File: src/rtl/ifetch_unit.sv
// Instruction fetch stage: owns the PC, issues single-word requests to the I-cache,
// and queues returned instructions with their PCs for decode. Redirects flush and drop stale responses.
module ifetch_unit #(
   parameter int unsigned           ADDR_WIDTH  = 32,
   parameter int unsigned           DATA_WIDTH  = 32,
   parameter int unsigned           QUEUE_DEPTH = 4,
   parameter logic [ADDR_WIDTH-1:0] RESET_PC    = '0
) (
   input  logic                             clk,
   input  logic                             rst_n,
   input  logic                             redirect_valid,
   input  logic [ADDR_WIDTH-1:0]            redirect_pc,
   output logic                             icache_req,
   output logic [ADDR_WIDTH-1:0]            icache_addr,
   input  logic [DATA_WIDTH-1:0]            icache_data,
   input  logic                             icache_valid,
   input  logic                             icache_stall,
   output logic                             inst_valid,
   output logic [DATA_WIDTH-1:0]            inst_data,
   output logic [ADDR_WIDTH-1:0]            inst_pc,
   input  logic                             deq_ready,
   output logic [$clog2(QUEUE_DEPTH):0]     queue_count,
   output logic                             fetch_discard
);

   localparam int unsigned PTR_W = $clog2(QUEUE_DEPTH);
   localparam int unsigned CNT_W = PTR_W + 1;

   logic [ADDR_WIDTH-1:0] pc;
   logic [ADDR_WIDTH-1:0] resp_pc;
   logic                  pending;
   logic                  discard_pending;

   logic [DATA_WIDTH-1:0] q_data [QUEUE_DEPTH];
   logic [ADDR_WIDTH-1:0] q_pc   [QUEUE_DEPTH];
   logic [PTR_W-1:0]      head;
   logic [PTR_W-1:0]      tail;
   logic [CNT_W-1:0]      count;

   logic issue;
   logic resp;
   logic enq;
   logic deq;
   logic drop;

   // Stall is advisory only (a miss just holds pending); low PC bits are forced to zero.
   logic unused_inputs;
   assign unused_inputs = &{1'b0, icache_stall, redirect_pc[1:0]};

   // Outstanding response is credited against queue space; same-cycle dequeue is not.
   always_comb begin
      resp  = icache_valid && pending;
      issue = rst_n && !redirect_valid && (!pending || icache_valid) &&
              ((count + CNT_W'(pending)) < CNT_W'(QUEUE_DEPTH));
      enq   = resp && !discard_pending && !redirect_valid;
      deq   = (count != '0) && deq_ready && !redirect_valid;
      drop  = resp && (discard_pending || redirect_valid);
   end

   always_comb begin
      icache_req  = issue;
      icache_addr = pc;
      queue_count = count;
      inst_valid  = (count != '0);
      inst_data   = inst_valid ? q_data[head] : '0;
      inst_pc     = inst_valid ? q_pc[head]   : '0;
   end

   always_ff @(posedge clk or negedge rst_n) begin
      if (!rst_n) begin
         pc              <= RESET_PC;
         resp_pc         <= '0;
         pending         <= 1'b0;
         discard_pending <= 1'b0;
         fetch_discard   <= 1'b0;
      end else begin
         fetch_discard <= drop;
         if (redirect_valid)
            pc <= {redirect_pc[ADDR_WIDTH-1:2], 2'b00};
         else if (issue)
            pc <= pc + ADDR_WIDTH'(4);
         if (issue) begin
            resp_pc         <= pc;
            pending         <= 1'b1;
            discard_pending <= 1'b0;
         end else begin
            if (icache_valid)
               pending <= 1'b0;
            if (redirect_valid && pending && !icache_valid)
               discard_pending <= 1'b1;
            else if (icache_valid)
               discard_pending <= 1'b0;
         end
      end
   end

   always_ff @(posedge clk or negedge rst_n) begin
      if (!rst_n) begin
         head  <= '0;
         tail  <= '0;
         count <= '0;
      end else if (redirect_valid) begin
         head  <= '0;
         tail  <= '0;
         count <= '0;
      end else begin
         if (enq)
            tail <= tail + PTR_W'(1);
         if (deq)
            head <= head + PTR_W'(1);
         if (enq && !deq)
            count <= count + CNT_W'(1);
         else if (deq && !enq)
            count <= count - CNT_W'(1);
      end
   end

   // Storage needs no reset: the head is only observed while count is non-zero.
   always_ff @(posedge clk) begin
      if (enq) begin
         q_data[tail] <= icache_data;
         q_pc[tail]   <= resp_pc;
      end
   end

endmodule

File: config.mk
export PLATFORM = sky130hd
export DESIGN_NAME = ifetch_unit
export DESIGN_NICKNAME = d
export VERILOG_FILES = /design/src/rtl/ifetch_unit.sv
export SDC_FILE = /design/constraint.sdc
export NUM_CORES = 1
export LEC_CHECK = 0
export ABC_AREA = 0
export ABC_CLOCK_PERIOD_IN_PS = 5400
export CELL_PAD_IN_SITES_DETAIL_PLACEMENT = 0
export CELL_PAD_IN_SITES_GLOBAL_PLACEMENT = 2
export CORE_MARGIN = 3
export CORE_UTILIZATION = 40
export DETAILED_ROUTE_END_ITERATION = 10
export GPL_TIMING_DRIVEN = 0
export PLACE_DENSITY = 0.82
export SLEW_MARGIN = 20
export SYNTH_ARGS = -nofsm -noshare
export SYNTH_HDL_FRONTEND = slang
export SYNTH_SLANG_ARGS = --single-unit
File: constraint.sdc
create_clock -name clk -period 5.4 [get_ports clk]
set_clock_uncertainty 0.05 [all_clocks]
set_input_delay 1.08 -clock clk [delete_from_list [all_inputs] [get_ports clk]]
set_output_delay 1.08 -clock clk [all_outputs]
set_load 0.01 [all_outputs]
==> results.txt <==
Initial antenna violation count: 0
Routed vias: 6,983
P&R area growth vs syn: 26.65%
Synth area leaders: edfxtp_1 58%, dfrtp_1 14%, mux4_2 11%, and2_1 3.4%, mux2_2 2.8%
Drt total wl: 27,940 um
DR iter-0 viols: 416
Pre-CTS WS: 0.8285 ns
DRC errors left: 0
CTS Buf Count: 35
Rows: 65
Seq pwr share: 0.405
CTS hold repair buffers: 0
# IOs: 172
Slew @ Worst Pin: 0.9105 ns
Period utilization: 0.8436
Largest net degree at the start of global routing: 57
Mapped Area: 12,930 um^2
GP Congestion: 0.7393
Count of placed standard cells including taps: 1,304
Post-Syn Instances: 731
Die span in y: 185.8 um
Worst setup path category: in2out
Fill cells: 2,634
Nets@finish: 1,015
Non-Filler Instances: 1,366
Total net switching power: 2.137 mW
Critical Path Start: icache_valid
Fin. max-slew vios: 0
Final setup fails: 0
Most frequent cells in the layout: 248 x edfxtp_1, 162 x clkdlybuf4s50_1, 70 x dfrtp_1
Status: finished, final reports clean
Slowest-stage cell, CP: clkdlybuf4s50_1
Initial Util: 0.4078
Post-synth ARST share: 0.2201
Clock latency on the worst-skew pair: 0.50 ns
Hold WC Path Type: in2async
Most common cell after layout, fill and taps aside: edfxtp_1
Clk buf depth: 3
Die area: 34,530 um^2
Yosys warnings: 0
Post-layout util: 0.5165
Sink Count: 318
Multi-input logic area: 3512 um^2
Post-CTS setup buffer count: 0
Worst reg2reg endpoint: q_data[1][20]$_DFFE_PP_
Chip Width: 185.8 um
CP endpoint kind: primary output
Data required, critical path: 4.27 ns
R2r setup slk: 2.93 ns
Clk slew on worst S/H paths: 0.06 ns
Largest family of logic cells by synthesized area: multiplexers
Yosys reg bits: 318
Post-synth top area cell: edfxtp_1
Synth cell types: 44
CTS root buf: clkbuf_16
Std-Cell Core Area: 31,720 um^2
Setup ws final: 0.8444 ns
Static Leak: 5.500 nW
GR Overflow Total: 0
Syn_area_per_cell: 17.69 um^2
Number of global-route vias before repair: 7,370
Internal power: 5.668 mW
Router iterations before antenna repair: 6
Post-synthesis xor/xnor area fraction: 0.02099
Synth Area in Simple Gates: 0.06723
I/O Buffers: 163
Vias/cell: 5.112
Critical path capture point: icache_req
Adder-Cell Fraction of Synth Area: 0.006385
Post-cts resize count: 0
TritonCTS clock tree: done
Wire length per cell: 20.45 um
Pwr Total: 7.805 mW
Combinational Power Share: 0.291
Crit path max fanout: 10
Synth Area in Compound Gates: 0.03763
Sequential-to-total area share from yosys stat: 0.7112
Mux cell area share after synthesis: 0.1374
Total track usage: 0.1668
Critical Path Start Type: input pin
Power Density: 476.5 nW/um^2
H-tree levels: 2
Synth top area share: 0.5758
Minimum clock period after layout: 4.556 ns
ANT cells: 0
Minimum hold slack: 0.4095 ns
Final count of hold timing violations: 0
Critical path arrival: 3.43 ns
Top_reg_cell synth: edfxtp_1
Post-DRT Antenna Nets: 0
Register-to-Register Path Depth: 4
Switch share: 0.2738
Register area: 9199 um^2
FF-to-FF Start: discard_pending$_DFFE_PN0P_
Crit-path cells: clkdlybuf4s50_1 -> o21ai_4 -> a21oi_2 -> and2_1 -> clkbuf_2 -> buf_2 -> clkdlybuf4s50_1
Peak VDD IR: 0.2356 mV
Global-route wire length before repair: 43,500 um
Slew margin rel.: 0.3930
Worst stage delay on the critical path: 0.62 ns
Clock power frac: 0.305
Max-Cap Viols: 0
Number of synthesized flops with an enable pin: 248
HPWL Detailed: 18,450 um
RSZ-0062 raised after global routing: no
CP most frequent cell: clkdlybuf4s50_1
Fraction of final layout cells with drive strength greater than 1: 0.1898
Fmax: 0.2195 GHz
-- cell type report --
type,instances,area share
sequential,318,0.5616
multi-input combinational,361,0.2144
tap,402,0.03071
timing repair buffer,168,0.1069
clock inverter,17,0.01192
inverter,10,0.002291
clock buffer,45,0.05958
buffer,45,0.01260
-- critical path, delay by kind of cell --
family	cells	cell delay, ns
buffers and inverters	4	1.68
and+or+nand+nor	1	0.17
AOI/OAI and AO/OA	2	0.49
-- state kept, by name, summed over array words and instances, names as in the netlist --
signal / flops
discard_pending: 1
fetch_discard: 1
head: 2
icache_addr: 30
pending: 1
q_data: 128
q_pc: 120
queue_count: 3
resp_pc: 30
tail: 2
-- power by group through the flow --
stage                     Clock [mW]  Sequential [mW]  Combinational, mW
final                           2.38             3.16               2.27
after global routing            2.55             3.19               2.49
after CTS                       2.44             3.16               2.34
after detailed placement           0             3.21               2.33
after global placement             0             3.19               2.30
after floorplan                    0             3.15               1.25
-- metrics by stage --
stage               cell area [um^2]  setup TNS [ns]
finish                         16380               0
global route                   16380               0
CTS                            16380               0
detailed placement             15210               0
global placement               15080          -82.63
floorplan                      12940               0
-- metal layers --
metal,share of wire,GRT usage,vias up
li1,-,-,3240
met1,0.45,0.2362,3517
met2,0.48,0.2686,187
met3,0.050,0.03381,39
met4,0.018,0.04111,0
met5,0,0,-
-- logic make-up (layout without fill, tap and decap cells) --
family                   Yosys count  count (layout)
multiplexers                      96              96
XOR/XNOR                          31              31
AO/OA/AOI/OAI                     68              68
other                              1               4
flip-flops                       318             318
AND/OR/NAND/NOR                  156             156
adder cells (fa/ha/maj)            6               6
buffers and inverters             55             285
-- synth_stat cells (all sizes together) (2+ instances only) --
library cell / n
a2111oi: 10
a211oi: 15
a21oi: 7
a31oi: 2
and2: 71
and3: 4
and4: 4
buf: 18
clkbuf: 27
dfrtp: 70
edfxtp: 248
ha: 5
inv: 9
mux2: 32
mux2i: 2
mux4: 62
nand2: 35
nand3: 12
nand4: 9
nor2: 11
nor3: 2
o21ai: 30
or3: 5
xnor2: 26
xor2: 5
-- worst min-delay path by stage --
stage | start | to | cells after the start
floorplan | resp_pc[10]$_DFFE_PN0P_ | q_pc[0][10]$_DFFE_PP_ | 0
global placement | resp_pc[23]$_DFFE_PN0P_ | q_pc[2][23]$_DFFE_PP_ | 0
detailed placement | resp_pc[12]$_DFFE_PN0P_ | q_pc[3][12]$_DFFE_PP_ | 0
CTS | rst_n | icache_addr[8]$_DFFE_PN0N_ | 1
global route | rst_n | icache_addr[8]$_DFFE_PN0N_ | 1
finish | rst_n | icache_addr[8]$_DFFE_PN0N_ | 1
Note: power is estimated with default switching activity, not from simulation.
